File: config.mk
export PLATFORM = sky130hd
export DESIGN_NAME = logic_op_stream
export DESIGN_NICKNAME = d
export VERILOG_FILES = /design/src/rtl/logic_op_pkg.sv /design/src/rtl/logic_op_core.sv /design/src/rtl/logic_op_stream.sv
export SDC_FILE = /design/constraint.sdc
export NUM_CORES = 1
export LEC_CHECK = 0
export CAP_MARGIN = 40
export CORE_AREA = 2 2 96 98
export DETAILED_ROUTE_END_ITERATION = 10
export DIE_AREA = 0 0 98 100
export PLACE_DENSITY_LB_ADDON = 0.12
export SLEW_MARGIN = 20
export SYNTH_ARGS = -nofsm -noshare
export SYNTH_HDL_FRONTEND = slang
export SYNTH_SLANG_ARGS = --single-unit
export TNS_END_PERCENT = 30
File: constraint.sdc
create_clock -name clk -period 4.47 [get_ports clk]
set_input_delay 0.447 -clock clk [delete_from_list [all_inputs] [get_ports clk]]
set_output_delay 0.447 -clock clk [all_outputs]
set_load 0.01 [all_outputs]
File: src/rtl/logic_op_pkg.sv
// logic_op_pkg: opcode encoding and reference bitwise op
// shared by the logic unit stream front-end and its users.
package logic_op_pkg;

  typedef logic [1:0] op_t;

  localparam op_t OP_AND = 2'd0;
  localparam op_t OP_OR  = 2'd1;
  localparam op_t OP_NOR = 2'd2;
  localparam op_t OP_NOT = 2'd3;

  localparam int unsigned MAX_W = 64;

  // Callers truncate to their own width; upper bits are junk for NOR/NOT.
  function automatic logic [MAX_W-1:0] logic_op_f(
    input logic [MAX_W-1:0] a,
    input logic [MAX_W-1:0] b,
    input op_t              op
  );
    logic [MAX_W-1:0] r;
    r = '0;
    case (op)
      OP_AND:  r = a & b;
      OP_OR:   r = a | b;
      OP_NOR:  r = ~(a | b);
      default: r = ~a;
    endcase
    return r;
  endfunction

endpackage

File: src/rtl/logic_op_core.sv
// logic_op_core: combinational N_BIT-wide AND/OR/NOR/NOT
// selected by a runtime opcode.
module logic_op_core
  import logic_op_pkg::*;
#(
  parameter int unsigned N_BIT = 8
) (
  input  logic [N_BIT-1:0] a,
  input  logic [N_BIT-1:0] b,
  input  op_t              op,
  output logic [N_BIT-1:0] res
);

  // Pure bitwise select; b is unused for NOT.
  always_comb begin
    res = '0;
    unique case (op)
      OP_AND: res = a & b;
      OP_OR:  res = a | b;
      OP_NOR: res = ~(a | b);
      OP_NOT: res = ~a;
    endcase
  end

endmodule

File: src/rtl/logic_op_stream.sv
// logic_op_stream: FIFO-buffered valid/ready front-end issuing
// one opcode-tagged transaction per cycle into logic_op_core.
module logic_op_stream
  import logic_op_pkg::*;
#(
  parameter int unsigned N_BIT = 8,
  parameter int unsigned DEPTH = 4,
  parameter int unsigned CNT_W = 16
) (
  input  logic                   clk,
  input  logic                   rst,
  input  logic                   in_valid,
  output logic                   in_ready,
  input  logic [N_BIT-1:0]       in_a,
  input  logic [N_BIT-1:0]       in_b,
  input  op_t                    in_op,
  output logic                   out_valid,
  input  logic                   out_ready,
  output logic [N_BIT-1:0]       out_res,
  output op_t                    out_op,
  output logic [$clog2(DEPTH):0] fifo_level,
  output logic [CNT_W-1:0]       res_count
);

  localparam int unsigned AW = $clog2(DEPTH);
  localparam int unsigned LW = AW + 1;
  localparam logic [LW-1:0] FULL = LW'(DEPTH);

  logic [N_BIT-1:0] a_mem_q  [DEPTH];
  logic [N_BIT-1:0] b_mem_q  [DEPTH];
  op_t              op_mem_q [DEPTH];

  logic [AW-1:0]    wr_q, wr_d;
  logic [AW-1:0]    rd_q, rd_d;
  logic [LW-1:0]    level_q, level_d;
  logic             ov_q, ov_d;
  logic [N_BIT-1:0] res_q, res_d;
  op_t              opo_q, opo_d;
  logic [CNT_W-1:0] cnt_q, cnt_d;

  logic             push;
  logic             pop;
  logic             fire;
  logic [N_BIT-1:0] core_res;

  assign in_ready = (level_q != FULL);
  assign push     = in_valid & in_ready;
  assign fire     = ov_q & out_ready;
  assign pop      = (level_q != '0) & (~ov_q | out_ready);

  logic_op_core #(
    .N_BIT(N_BIT)
  ) u_core (
    .a  (a_mem_q[rd_q]),
    .b  (b_mem_q[rd_q]),
    .op (op_mem_q[rd_q]),
    .res(core_res)
  );

  // Next-state for pointers, level, output register and counter.
  always_comb begin
    wr_d    = wr_q;
    rd_d    = rd_q;
    level_d = level_q + LW'(push) - LW'(pop);
    ov_d    = ov_q;
    res_d   = res_q;
    opo_d   = opo_q;
    cnt_d   = cnt_q;
    if (push) wr_d = wr_q + AW'(1);
    if (pop) begin
      rd_d  = rd_q + AW'(1);
      res_d = core_res;
      opo_d = op_mem_q[rd_q];
      ov_d  = 1'b1;
    end else if (fire) begin
      ov_d  = 1'b0;
    end
    if (fire) cnt_d = cnt_q + CNT_W'(1);
  end

  // State update; storage is written only on an accepted push.
  always_ff @(posedge clk) begin
    if (rst) begin
      wr_q    <= '0;
      rd_q    <= '0;
      level_q <= '0;
      ov_q    <= 1'b0;
      res_q   <= '0;
      opo_q   <= OP_AND;
      cnt_q   <= '0;
      for (int i = 0; i < DEPTH; i++) begin
        a_mem_q[i]  <= '0;
        b_mem_q[i]  <= '0;
        op_mem_q[i] <= OP_AND;
      end
    end else begin
      wr_q    <= wr_d;
      rd_q    <= rd_d;
      level_q <= level_d;
      ov_q    <= ov_d;
      res_q   <= res_d;
      opo_q   <= opo_d;
      cnt_q   <= cnt_d;
      if (push) begin
        a_mem_q[wr_q]  <= in_a;
        b_mem_q[wr_q]  <= in_b;
        op_mem_q[wr_q] <= in_op;
      end
    end
  end

  assign out_valid  = ov_q;
  assign out_res    = res_q;
  assign out_op     = opo_q;
  assign fifo_level = level_q;
  assign res_count  = cnt_q;

endmodule

==> flow_metrics.tcl <==
set metrics [dict create \
    status "complete, no violations" \
    worstPathArrival_ns 2.95 \
    grt_max_degree 55 \
    antenna_found_initial 0 \
    die_h_um 100 \
    clockBufferDepth 2 \
    synth_area_mm2 0.00493 \
    setup_violations 0 \
    post_cts_resized 0 \
    clk_pin_slew_ns 0.10 \
    drive_gt1_frac 0.106 \
    p_clk_frac 0.195 \
    drt_iter0_markers 99 \
    combPwrFrac 0.334 \
    design_area_mm2 0.00576 \
    place_congestion 0.739 \
    p_per_area_mw_per_mm2 487 \
    worst_slew_pin_slew_ns 0.785 \
    yosysUniqueCellTypes 44 \
    irDropWorstVdd_mv 0.205 \
    hpwl_mm 6.21 \
    grt_pass1_wl_mm 15.3 \
    slew_viol_final 0 \
    finalHoldViolCount 0 \
    final_nets 446 \
    drcViolationCount 0 \
    relSlewSlack 0.476 \
    crit_path_end_kind "flip-flop" \
    cts_setup_buffers 0 \
    reg2reg_setup_slack_ns 1.97 \
    p_int_mw 1.88 \
    path_class "in -> reg" \
    firstDrtPassIters 4 \
    drt_wl_total_mm 9.58 \
    cts_buffers 9 \
    ys_warn_count 0 \
    diodes 0 \
    cts.sink_count 108 \
    cts_hold_buf 0 \
    htree_num_levels 3 \
    p_total_mw 2.81 \
    avgSynthCellArea_um2 13.4 \
    place_area_mm2 0.00556 \
    synth_cells 369 \
    die_area_mm2 0.00980 \
    switching_share 0.328 \
    path_max_fanout 12 \
    required_ns 4.73 \
    start_kind "input pin" \
    tns_ns 0 \
    skew_ns 0.0157 \
    num_rows 35 \
    via_per_inst 5.69 \
    grt_overflow 0 \
    start_util 0.555 \
    cts-root-buf "clkbuf_8" \
    p_leak_nw 2.14 \
    cts_tree "done" \
    final_antenna_net_count 0 \
    synth.net_count 394 \
    die_x_um 98 \
    ys_ff_latch 108 \
    max-cap-violations 0 \
    coreArea_mm2 0.00889 \
    max_freq_mhz 372 \
    wire_per_inst_um 17.8 \
    synth_seq_area_share 0.585 \
    p_seq_frac 0.471 \
    switchingPower_mw 0.922 \
    clk_latency_ns 0.37 \
    min_path_type "reg -> reg" \
    io_pins 53 \
    rsz0062_at_grt "false" \
    fin_crit_ns 2.68 \
    fin_crit_sh 0.601 \
    grt_use_total 0.204 \
    via_count 3053 \
    hold_ws_ns 0.469 \
    port_buffers 52 \
    first_global_vias 2999 \
    areaGrowthSynthToFinish_pct 16.8 \
]
[cells in the final DEF (no fill, tap or decap), drive strengths merged, types with 4 or more instances in the layout]
cell            n
a2111oi         7
a21oi           9
and2           37
and3           36
buf            12
clkbuf         10
clkdlybuf4s50  51
dfxtp          36
edfxtp         72
inv             6
mux4           18
nand2           8
nand3           7
nand4           4
nor2           31
nor2b           4
nor3            5
nor4            4
o21ai           6
o2bb2ai         7
o31ai           7
or3             5
xnor2          20
xor2            5
[logic make-up after synthesis]
| logic type | synth area share |
|---|---|
| flip-flops | 0.585 |
| AO/OA/AOI/OAI | 0.0673 |
| AND/OR/NAND/NOR | 0.174 |
| adder cells (fa/ha/maj) | 0.00914 |
| buffers and inverters | 0.0272 |
| XOR/XNOR | 0.0444 |
| multiplexers | 0.0929 |
[worst paths after layout]
| path | cells after the start | end | from |
|---|---|---|---|
| max | 11 | fifo_level[2] | out_ready |
| min | 1 | out_res[3] | out_res[3] |
| max reg2reg | 10 | fifo_level[2] | fifo_level[1] |
| min reg2reg | 1 | out_res[3] | out_res[3] |
[power by group through the flow]
stage	Combinational, mW	Sequential [mW]	Clock (mW)
detailed placement	0.935	1.35	0
floorplan	0.636	1.33	0
CTS	0.941	1.32	0.558
finish	0.938	1.32	0.547
global placement	0.878	1.36	0
global route	1.02	1.34	0.590
[per-stage QoR]
step | utilization | instances | setup slack (ns)
after floorplan | - | 369 | 2.12
after global placement | 0.622 | 518 | 1.56
after detailed placement | 0.626 | 520 | 1.43
after CTS | 0.645 | 536 | 1.77
after global routing | 0.648 | 537 | 1.61
final | 0.648 | 537 | 1.79
[cell usage after synthesis, drive strengths merged]
cell type,instances,area share
fa,1,0.0041
a31o,1,0.0018
nor3,5,0.0051
o21bai,1,0.0015
and3,36,0.046
or4,1,0.0023
nor4,4,0.0063
nand2b,2,0.0025
dfxtp,36,0.15
a2111oi,7,0.022
or2,1,0.0013
and2,37,0.047
inv,4,0.0030
xor2,5,0.0089
nor2b,4,0.0051
a311oi,1,0.0018
or3,5,0.0063
clkbuf,14,0.011
nand2,8,0.0061
edfxtp,72,0.44
o21ai,6,0.0061
nor3b,1,0.0015
nand3b,1,0.0015
xnor2,20,0.036
nand3,7,0.0071
buf,8,0.013
ha,2,0.0051
or3b,1,0.0018
a41o,1,0.0020
nor2,31,0.024
o2bb2ai,7,0.012
nand4,4,0.0063
o31ai,7,0.011
nor4b,1,0.0048
mux4,18,0.093
a21oi,9,0.0091
[cell type report]
class / instances / area, um2
Inverter: 4 / 15.0
Clock inverter: 6 / 47.5
Tap cell: 111 / 139
Sequential cell: 108 / 2880
Timing Repair Buffer: 63 / 626
Clock buffer: 10 / 128
Multi-Input combinational cell: 235 / 1920
Fill cell: 708 / 3130
[state kept, by name (all words and copies together) (netlist names), named ones only]
register / flops
a_mem_q: 32
b_mem_q: 32
fifo_level: 3
op_mem_q: 8
out_op: 2
out_res: 8
out_valid: 1
rd_q: 2
res_count: 16
wr_q: 2
[worst max-delay path, stage by stage]
cell,delay [ns]
clkdlybuf4s50_1,0.57
nor2b_1,0.08
buf_4,0.20
nor2_1,0.45
xnor2_1,0.19
ha_1,0.18
inv_1,0.05
fa_1,0.37
xor2_1,0.19
xnor2_1,0.15
nor2_1,0.06
[routing by layer]
| metal | track usage | share of wire | wire length (um) | up-vias |
|---|---|---|---|---|
| li1 | - | - | - | 1492 |
| met1 | 0.270 | 0.44 | 4240 | 1474 |
| met2 | 0.342 | 0.50 | 4810 | 75 |
| met3 | 0.0334 | 0.038 | 366 | 12 |
| met4 | 0.0791 | 0.016 | 158 | 0 |
| met5 | 0 | 0 | 0 | - |
Note: power is estimated with default switching activity, not from simulation.
